File: config.mk
export PLATFORM = sky130hd
export DESIGN_NAME = riscq_word_packer
export DESIGN_NICKNAME = d
export VERILOG_FILES = /design/src/rtl/riscq_pkg.sv /design/src/rtl/riscq_idle_timer.sv /design/src/rtl/riscq_word_packer.sv
export SDC_FILE = /design/constraint.sdc
export NUM_CORES = 1
export LEC_CHECK = 0
export CAP_MARGIN = 25
export CORE_AREA = 2 2 132 96
export CTS_CLUSTER_DIAMETER = 30
export DETAILED_ROUTE_END_ITERATION = 12
export DIE_AREA = 0 0 134 98
export SETUP_SLACK_MARGIN = 0.02
export SYNTH_ARGS = -nofsm -noshare
export SYNTH_HDL_FRONTEND = slang
export SYNTH_SLANG_ARGS = --single-unit
File: constraint.sdc
create_clock -name i_clk -period 2.45 [get_ports i_clk]
set_input_delay 0.6125 -clock i_clk [delete_from_list [all_inputs] [get_ports i_clk]]
set_output_delay 0.6125 -clock i_clk [all_outputs]
set_load 0.005 [all_outputs]
File: src/rtl/riscq_pkg.sv
// Shared definitions for the riscq host-link loader path.
// Holds the load word width, the section terminator value, the number of
// sections in a complete image and the loader state encoding. riscq_init
// and riscq_word_packer both import this package so they agree on these.
package riscq_pkg;

  localparam int unsigned LOAD_W = 32;
  localparam logic [LOAD_W-1:0] TERM_WORD = 32'hFFFF_FFFF;
  // Instruction section, then data section.
  localparam int unsigned SECTIONS = 2;

  typedef enum logic [1:0] {
    IDLE,
    ASSEMBLE,
    DONE
  } riscq_state_e;

  // Returns the byte lane for the next byte of a word. cnt is the number of
  // bytes already held.
  function automatic logic [1:0] byte_lane(input logic [1:0] cnt, input bit big_endian);
    return big_endian ? (2'd3 - cnt) : cnt;
  endfunction

endpackage

File: src/rtl/riscq_idle_timer.sv
// Idle counter for a partially assembled word.
// Counts cycles while enabled. A clear (or the enable dropping) zeroes the
// count. o_expire is high in the cycle whose closing edge would take the
// count to TIMEOUT_CYC, so the caller acts on that same edge. A clear in
// that cycle suppresses the expiry.
// TIMEOUT_CYC must be at least 1 and below 2**TO_W.
// Ports:
//   i_clk, i_rst_n : clock, synchronous active-low reset
//   i_clear        : zero the count this cycle
//   i_enable       : count this cycle
//   o_expire       : timeout reached on this cycle's edge
module riscq_idle_timer #(
  parameter int unsigned TIMEOUT_CYC = 1024,
  parameter int unsigned TO_W        = 16
) (
  input  logic i_clk,
  input  logic i_rst_n,
  input  logic i_clear,
  input  logic i_enable,
  output logic o_expire
);

  localparam logic [TO_W-1:0] LAST_CNT = TO_W'(TIMEOUT_CYC - 1);

  logic [TO_W-1:0] cnt_q, cnt_d;

  assign o_expire = i_enable & ~i_clear & (cnt_q == LAST_CNT);

  always_comb begin
    cnt_d = '0;
    // The count restarts from zero after an expiry because the owner leaves
    // its counting state on that edge.
    if (i_enable && !i_clear && !o_expire) begin
      cnt_d = cnt_q + 1'b1;
    end
  end

  always_ff @(posedge i_clk) begin
    if (!i_rst_n) begin
      cnt_q <= '0;
    end else begin
      cnt_q <= cnt_d;
    end
  end

endmodule

File: src/rtl/riscq_word_packer.sv
// Host-link front end for riscq_init.
// Assembles the host byte stream into 32-bit load words. Each word is
// presented as a one-cycle o_data/o_data_valid pulse in the cycle after its
// fourth byte. The packer counts 0xFFFFFFFF section terminators. After the
// second terminator it stops accepting bytes until i_clear or reset. A
// partial word that stays idle for TIMEOUT_CYC cycles is dropped, and the
// sticky o_timeout_err flag is set.
// Ports:
//   i_clk, i_rst_n          : clock, synchronous active-low reset
//   i_clear                 : restart for the next image; same effect as reset
//   i_byte, i_byte_valid    : byte stream, no backpressure
//   o_data, o_data_valid    : assembled word (held) and its one-cycle strobe
//   o_byte_cnt              : bytes held in the partial word
//   o_term_cnt              : terminators emitted (saturates at 2)
//   o_load_done             : image complete
//   o_timeout_err           : sticky partial-word discard flag
module riscq_word_packer
  import riscq_pkg::*;
#(
  parameter bit          BIG_ENDIAN  = 1'b0,
  parameter int unsigned TIMEOUT_CYC = 1024,
  parameter int unsigned TO_W        = 16
) (
  input  logic              i_clk,
  input  logic              i_rst_n,
  input  logic              i_clear,
  input  logic [7:0]        i_byte,
  input  logic              i_byte_valid,
  output logic [LOAD_W-1:0] o_data,
  output logic              o_data_valid,
  output logic [1:0]        o_byte_cnt,
  output logic [1:0]        o_term_cnt,
  output logic              o_load_done,
  output logic              o_timeout_err
);

  localparam logic [1:0] TERM_LAST = 2'(SECTIONS - 1);
  localparam logic [1:0] TERM_MAX  = 2'(SECTIONS);

  riscq_state_e      state_q, state_d;
  logic [1:0]        byte_cnt_q, byte_cnt_d;
  logic [LOAD_W-1:0] word_q, word_d;
  logic [LOAD_W-1:0] data_q, data_d;
  logic              data_valid_q, data_valid_d;
  logic [1:0]        term_cnt_q, term_cnt_d;
  logic              timeout_err_q, timeout_err_d;

  logic [1:0]        lane;
  logic [LOAD_W-1:0] merged;
  logic              timer_clear;
  logic              timer_en;
  logic              timer_expire;

  // Any valid byte restarts the idle window, even in the expiry cycle.
  assign timer_clear = i_clear | i_byte_valid;
  assign timer_en    = (state_q == ASSEMBLE);

  riscq_idle_timer #(
    .TIMEOUT_CYC (TIMEOUT_CYC),
    .TO_W        (TO_W)
  ) u_idle_timer (
    .i_clk    (i_clk),
    .i_rst_n  (i_rst_n),
    .i_clear  (timer_clear),
    .i_enable (timer_en),
    .o_expire (timer_expire)
  );

  // Partial word with the incoming byte dropped into its lane.
  always_comb begin
    lane   = byte_lane(byte_cnt_q, BIG_ENDIAN);
    merged = (state_q == IDLE) ? '0 : word_q;
    merged[{lane, 3'b000} +: 8] = i_byte;
  end

  always_comb begin
    state_d       = state_q;
    byte_cnt_d    = byte_cnt_q;
    word_d        = word_q;
    data_d        = data_q;
    data_valid_d  = 1'b0;
    term_cnt_d    = term_cnt_q;
    timeout_err_d = timeout_err_q;

    if (i_clear) begin
      // A byte that arrives in the same cycle as i_clear is dropped.
      state_d       = IDLE;
      byte_cnt_d    = '0;
      word_d        = '0;
      data_d        = '0;
      term_cnt_d    = '0;
      timeout_err_d = 1'b0;
    end else begin
      unique case (state_q)
        IDLE: begin
          if (i_byte_valid) begin
            word_d     = merged;
            byte_cnt_d = 2'd1;
            state_d    = ASSEMBLE;
          end
        end
        ASSEMBLE: begin
          if (i_byte_valid) begin
            if (byte_cnt_q == 2'd3) begin
              data_d       = merged;
              data_valid_d = 1'b1;
              word_d       = '0;
              byte_cnt_d   = '0;
              state_d      = IDLE;
              // The terminator is still emitted; it is also counted here.
              if (merged == TERM_WORD && term_cnt_q < TERM_MAX) begin
                term_cnt_d = term_cnt_q + 2'd1;
                if (term_cnt_q == TERM_LAST) begin
                  state_d = DONE;
                end
              end
            end else begin
              word_d     = merged;
              byte_cnt_d = byte_cnt_q + 2'd1;
            end
          end else if (timer_expire) begin
            // Drop the partial word. o_data keeps the last good word.
            word_d        = '0;
            byte_cnt_d    = '0;
            state_d       = IDLE;
            timeout_err_d = 1'b1;
          end
        end
        DONE: begin
          // Image complete. Ignore traffic until a restart.
        end
        default: begin
          state_d = IDLE;
        end
      endcase
    end
  end

  always_ff @(posedge i_clk) begin
    if (!i_rst_n) begin
      state_q       <= IDLE;
      byte_cnt_q    <= '0;
      word_q        <= '0;
      data_q        <= '0;
      data_valid_q  <= 1'b0;
      term_cnt_q    <= '0;
      timeout_err_q <= 1'b0;
    end else begin
      state_q       <= state_d;
      byte_cnt_q    <= byte_cnt_d;
      word_q        <= word_d;
      data_q        <= data_d;
      data_valid_q  <= data_valid_d;
      term_cnt_q    <= term_cnt_d;
      timeout_err_q <= timeout_err_d;
    end
  end

  assign o_data        = data_q;
  assign o_data_valid  = data_valid_q;
  assign o_byte_cnt    = byte_cnt_q;
  assign o_term_cnt    = term_cnt_q;
  assign o_load_done   = (state_q == DONE);
  assign o_timeout_err = timeout_err_q;

endmodule

==> metrics.cfg, run 1 <==
[yosys]
synth_top_area_share = 0.4328
synth_top_cell_by_area = dfxtp_1
synth_cell_types = 52
syn-cell-area_um2 = 4070
async_flop_share = 0
syn_nets = 484
ys_seq_area_frac = 0.4328
synth.avg_cell_area_um2 = 8.772
synthCells = 464
ys_ff_latch = 88
synth-main-ff-cell = dfxtp_1
synth_edf_count = 0
yosysWarnings = 0
synth.area.top_cells = dfxtp_1 (43%), nor2_1 (7.0%), a22oi_1 (5.7%), a221oi_1 (4.7%), a21oi_1 (3.2%)

[drt]
routedWlPerCell_um = 16.63
drt-initial-drc-count = 285
dr_total_vias = 3998
drc = 0
wl_mm = 12.20
viasPerCell = 5.447
firstDrtPassIters = 5
detail-route-antenna-nets = 0

[global_route]
grt_max_degree = 43
overflow = 0
grtUsageMet3 = 0.04725
met1_usage = 0.2747
top_usage_layer = met1
grt_pass1_vias = 3732
antenna_found_initial = 0
track_usage = 0.1877
grt_pass1_wl_mm = 19.36
met2_usage = 0.2635

[worst_setup_path]
cp_data_arrival_time_ps = 2790
setup.worst_path.class = reg2reg
cpMostUsedCell = buf_4
r2r_start = o_byte_cnt[0]$_SDFFE_PP0P_
cp_data_required_time_ps = 2730
cpPeakStageDelay_ps = 510
r2r_cells = 10
crit_chain = inv_4, ha_4, nor3b_4, buf_4, buf_4, a21oi_1, nor4_2, nand3_2, or4_4, a21oi_2
worst_path_max_delay_cell = or4_4
setup.worst_path.start_class = flip-flop
timing.rr.end = o_term_cnt[0]$_SDFFE_PP0P_
rrSetupSlack_ps = -60
endpoint = o_term_cnt[0]$_SDFFE_PP0P_
cp_max_fo = 7
crit_start = o_byte_cnt[0]$_SDFFE_PP0P_
endpoint_kind = flip-flop

[floorplan]
ios = 51
floorplan.initialDensity = 0.3405
die_h_um = 98
core_area_um2 = 11950
num_rows = 34
dieArea_um2 = 13130
die_w_um = 134

[timing]
worst_pin_slew_ps = 517.8
setup_viol_count_final = 3
finalHoldViolations = 0
period_share = 1.026
fin_hold_ws_ps = 476.2
skew_ps = 9.921
drv_slew = 0
layout_setup_ws_ps = -64.88
timing.final.crit_period_ps = 2515
fmax_ghz = 0.3976
max_slew_margin = 0.6533
rsz0062_at_grt = yes

[clock_tree]
cts_max_level = 3
cts_root_buf = clkbuf_16
cts.clk_slew.worst_paths_ps = 60
clk_path_buf_depth = 2
clk_latency_ps = 350
cts_tree = yes
cts_buffers = 9
cts.sinks = 88

[power_and_ir_drop]
power.share.clock = 0.489
p_sw_uw = 697.5
internal_power_uw = 2603
pwr-share-seq = 0.437
p_per_area_nw_per_um2 = 576.3
ir_worst_vdd_v = 0.0003441
p_leak_uw = 0.002018
swShare = 0.2113
p_comb_frac = 0.074

[placement]
dp_hpwl_mm = 8.732
place.gp.congestion = 0.9388
dp_cells = 701
port_buffers = 50

[run]
maxCapViolCount = 0

[layout]
stdcell_count = 734
register_area_um2 = 1768
syn2layout_area_growth_pct = 40.73
mostFrequentLayoutCells = dfxtp_1 (85), nor2_1 (76), buf_4 (76), clkdlybuf4s50_1 (50), a22oi_1 (28)
final_common_cell = dfxtp_1
n_fill_cell = 1135
multiInputGateArea_um2 = 2237
drive_gt1_frac = 0.2430
final_nets = 587
n_antenna_cell = 0

[run_status]
violations = setup timing
status = complete, but fails checks

[worst_hold_path]
worstHoldPathType = reg2reg

-- layer usage --
| metal | up-vias | wire length [um] |
|---|---|---|
| li1 | 1904 | - |
| met5 | - | 0 |
| met3 | 22 | 941 |
| met4 | 0 | 252 |
| met1 | 1907 | 5885 |
| met2 | 165 | 5124 |
-- cell type report --
cell class	count	share of cell area
clock inverters	4	0.01726
repair buffers	131	0.1983
inverters	7	0.005024
well taps	162	0.03539
multi-input cells	330	0.3906
clock buffers	12	0.04478
flip-flops and latches	88	0.3087
-- state kept, by name, summed over array words and instances (netlist names) --
name                count
o_data                 32
o_term_cnt              2
o_data_valid            1
o_timeout_err           1
u_idle_timer.cnt_q     16
word_q                 32
o_byte_cnt              2
state_q                 2
-- kinds of logic (layout without fill, tap and decap cells) --
family	Yosys count	after routing	share of synthesized area
AOI/OAI and AO/OA	117	117	0.2201
xor gates and xnor gates	12	12	0.02582
adders and majority gates	8	8	0.02459
buffers and inverters	46	154	0.05042
DFF	88	88	0.4328
and+or+nand+nor	193	193	0.2462
-- cells in the mapped netlist, types with 3 or more instances --
cell type	instances
and3_1	5
a22oi_1	31
xor2_1	8
o21ba_1	4
dfxtp_1	88
buf_2	8
inv_1	7
xnor2_1	4
a32oi_1	8
nor2b_1	7
nor4_1	4
a221oi_1	22
nor3_1	25
or3_1	15
clkbuf_1	27
nor2_1	76
ha_1	8
nand3b_1	4
nand3_1	11
a21oi_1	26
a211oi_1	10
nand4_1	4
o21ai_0	3
nand2_1	23
-- per-stage QoR --
stage               setup TNS [ps]  setup WS, ps  cell area, um2  total power [uW]  utilization
finish                      -75.63        -64.88            5728              3301       0.4792
global route                -347.4        -152.9            5728              3411       0.4792
CTS                         -11.14        -11.14            5628              3323       0.4708
detailed placement           -6189        -362.0            5104              1686       0.4269
global placement             -4956        -330.0            5104              1683       0.4269
floorplan                        0         31.72            4084              1582            -
-- worst min path at each step --
stage	start	endpoint	cells after the start
4_1_cts	word_q[23]$_SDFFE_PP0P_	word_q[23]$_SDFFE_PP0P_	2
3_5_place_dp	word_q[8]$_SDFFE_PP0P_	word_q[8]$_SDFFE_PP0P_	2
5_1_grt	word_q[15]$_SDFFE_PP0P_	word_q[15]$_SDFFE_PP0P_	2
6_report	word_q[8]$_SDFFE_PP0P_	word_q[8]$_SDFFE_PP0P_	2
2_1_floorplan	u_idle_timer.cnt_q[0]$_SDFF_PN0_	u_idle_timer.cnt_q[0]$_SDFF_PN0_	1
3_3_place_gp	u_idle_timer.cnt_q[0]$_SDFF_PN0_	u_idle_timer.cnt_q[0]$_SDFF_PN0_	1
-- power by group through the flow --
| stage | clock [uW] | sequential [uW] | combinational, uW |
|---|---|---|---|
| after CTS | 1650 | 1440 | 233 |
| after global placement | 0 | 1470 | 209 |
| after floorplan | 0 | 1470 | 111 |
| final | 1610 | 1440 | 244 |
| after detailed placement | 0 | 1470 | 212 |
| after global routing | 1710 | 1440 | 263 |
-- what timing repair did --
action | 4_1_cts | 5_1_grt
cloned | 0 | 0
endpoints found under the setup margin | 3 | 15
setup buffers | 12 | 5
hold buffers | 0 | 0
resized for setup | 23 | 13
pin swaps | 14 | 10
-- critical path, delay by kind of cell (launching register included) --
kind / cells / cell delay, ps
AND/OR/NAND/NOR: 4 / 1230
adder cells (fa/ha/maj): 1 / 270
buffers and inverters: 3 / 340
AO/OA/AOI/OAI: 2 / 220
flip-flops: 1 / 390
Note: power is estimated with default switching activity, not from simulation.
==> run 2: changes to the inputs <==
- CORE_AREA: 2 2 132 96 -> 3 3 133 97
- DIE_AREA: 0 0 134 98 -> 0 0 136 100
==> run 2 against run 1 <==
Against the previous run: the flow now finishes without violations; combinational power shrank 7%; power grew 1.8%; hold slack lost 9.7 ps; clock skew shrank 3.5 ps; first-iteration DRC count grew 49%; setup slack gained 87 ps; global-route usage shrank 0.67 points; via count shrank 2.4%; sequential power is essentially flat; sequential cell count is the same; cell count shrank 2.6%; register-to-register slack gained 90 ps; critical path type unchanged.
==> metrics.cfg, run 2 (synthesis results as in run 1) <==
[layout]
mostFrequentLayoutCells = dfxtp_1 (85), nor2_1 (76), buf_4 (65), clkdlybuf4s50_1 (50), a22oi_1 (30)
final_common_cell = dfxtp_1
drive_gt1_frac = 0.2043
n_antenna_cell = 0
syn2layout_area_growth_pct = 36.15
final_area_um2 = 5542
n_fill_cell = 1116
final_nets = 573

[clock_tree]
cts.clk_slew.worst_paths_ps = 60
cts_tree = yes
clk_path_buf_depth = 2
cts_buffers = 9
cts.sinks = 88
cts_max_level = 3
clk_latency_ps = 350
cts_root_buf = clkbuf_16

[power_and_ir_drop]
total_power_uw = 3359
ir_worst_vdd_v = 0.0003281
p_per_area_nw_per_um2 = 606.2
p_leak_uw = 0.001909

[worst_setup_path]
cp_max_fo = 8
setup.worst_path.start_class = flip-flop
setup.worst_path.class = reg2reg
cp_data_arrival_time_ps = 2710
endpoint_kind = flip-flop
cp_data_required_time_ps = 2730

[placement]
port_buffers = 50
place.gp.congestion = 0.8860
place_area_um2 = 5097
dp_hpwl_mm = 8.862

[timing]
worst_pin_slew_ps = 542.7
timing.final.crit_period_ps = 2428
period_share = 0.9911
fmax_ghz = 0.4118
setup_viol_count_final = 0
skew_ps = 6.378
finalHoldViolations = 0
rsz0062_at_grt = yes
drv_slew = 0
max_slew_margin = 0.6366

[worst_hold_path]
worstHoldPathType = reg2reg

[drt]
firstDrtPassIters = 5
drc = 0
routedWlPerCell_um = 16.82
viasPerCell = 5.460
drt-initial-drc-count = 425
dr_total_vias = 3904
wl_mm = 12.02
detail-route-antenna-nets = 0

[floorplan]
floorplan.initialDensity = 0.3496
dieArea_um2 = 13600
die_h_um = 100
ios = 51
num_rows = 33
die_w_um = 136
core_area_um2 = 11640

[run_status]
status = complete, no violations

[global_route]
grt_pass1_wl_mm = 19.18
track_usage = 0.1810
antenna_found_initial = 0
grt_max_degree = 43
grt_pass1_vias = 3589
overflow = 0

[run]
maxCapViolCount = 0

==> run 2: cell types whose count changed in the layout (fill, tap and decap cells not counted), moves of 2 or more <==
cell | before | now
buf_4 | 76 | 65
a21oi_1 | 22 | 25
a21oi_2 | 4 | 1
buf_6 | 4 | 1
a22oi_1 | 28 | 30
a22oi_2 | 4 | 2
a32oi_1 | 6 | 8
a32oi_2 | 2 | 0
clkbuf_8 | 2 | 0
or3_1 | 13 | 15
or3_4 | 2 | 0
==> run 2: final timing paths <==
kind / start / end / slack [ps] / cells past startpoint
min: u_idle_timer.cnt_q[0]$_SDFF_PN0_ / u_idle_timer.cnt_q[0]$_SDFF_PN0_ / 470 / 1
max reg2reg: o_byte_cnt[0]$_SDFFE_PP0P_ / o_term_cnt[0]$_SDFFE_PP0P_ / 20 / 9
max: o_byte_cnt[0]$_SDFFE_PP0P_ / o_term_cnt[0]$_SDFFE_PP0P_ / 20 / 9
min reg2reg: u_idle_timer.cnt_q[0]$_SDFF_PN0_ / u_idle_timer.cnt_q[0]$_SDFF_PN0_ / 470 / 1
==> run 2: stage by stage <==
step	TNS (ps)	setup slack, ps	hold WS [ps]	cells	util
2_1_floorplan	0	31.72	430.2	464	-
3_3_place_gp	-3572	-316.3	443.4	696	0.4378
3_5_place_dp	-5013	-327.5	455.1	696	0.4378
4_1_cts	0	20.81	468.6	714	0.4740
5_1_grt	-118.0	-73.13	478.3	715	0.4759
6_report	0	21.79	466.5	715	0.4759
==> run 2: power by group <==
group          total (uW)  internal (uW)  leakage (uW)  switching (uW)
Clock                1690           1100      0.000180             587
Combinational         227           98.7       0.00102             128
Sequential           1440           1440      0.000711            7.24
Total                3360           2640       0.00191             723
==> run 2: layer usage <==
metal  global-route usage  routed length, um
met1               0.2613               5978
met5                    0                  0
met3              0.05160                785
met2               0.2564               5052
met4              0.06507                206
==> run 2: cell type report <==
| class | instances | area (um2) | share of cell area |
|---|---|---|---|
| clock buffers | 9 | 225.2 | 0.04064 |
| clock inverters | 7 | 142.6 | 0.02574 |
| inverters | 7 | 28.78 | 0.005193 |
| multi-input cells | 330 | 2161 | 0.3899 |
| flip-flops and latches | 88 | 1768 | 0.3190 |
| well taps | 157 | 196.4 | 0.03545 |
| repair buffers | 117 | 1020 | 0.1840 |
==> run 2: critical path, cell delays in order (launching register included) <==
cell and delay [ps]:
dfxtp_4 380, inv_4 50, ha_4 310, and4b_4 310, a22oi_1 90, nor4_2 340
buf_4 180, nand3_2 90, or4_1 480, a21oi_1 130
==> run 2: repair_timing <==
action	in CTS	in global routing
pin swaps	6	2
gates cloned	0	0
setup endpoints to repair	3	9
buffers inserted	2	1
resized for setup	13	5
hold buffers	0	0
==> run 3: changes to the inputs <==
- ABC_CLOCK_PERIOD_IN_PS: default -> 2450
==> results of run 3 <==
No change in the layout: final DEF, timing and power equal those of run 2.
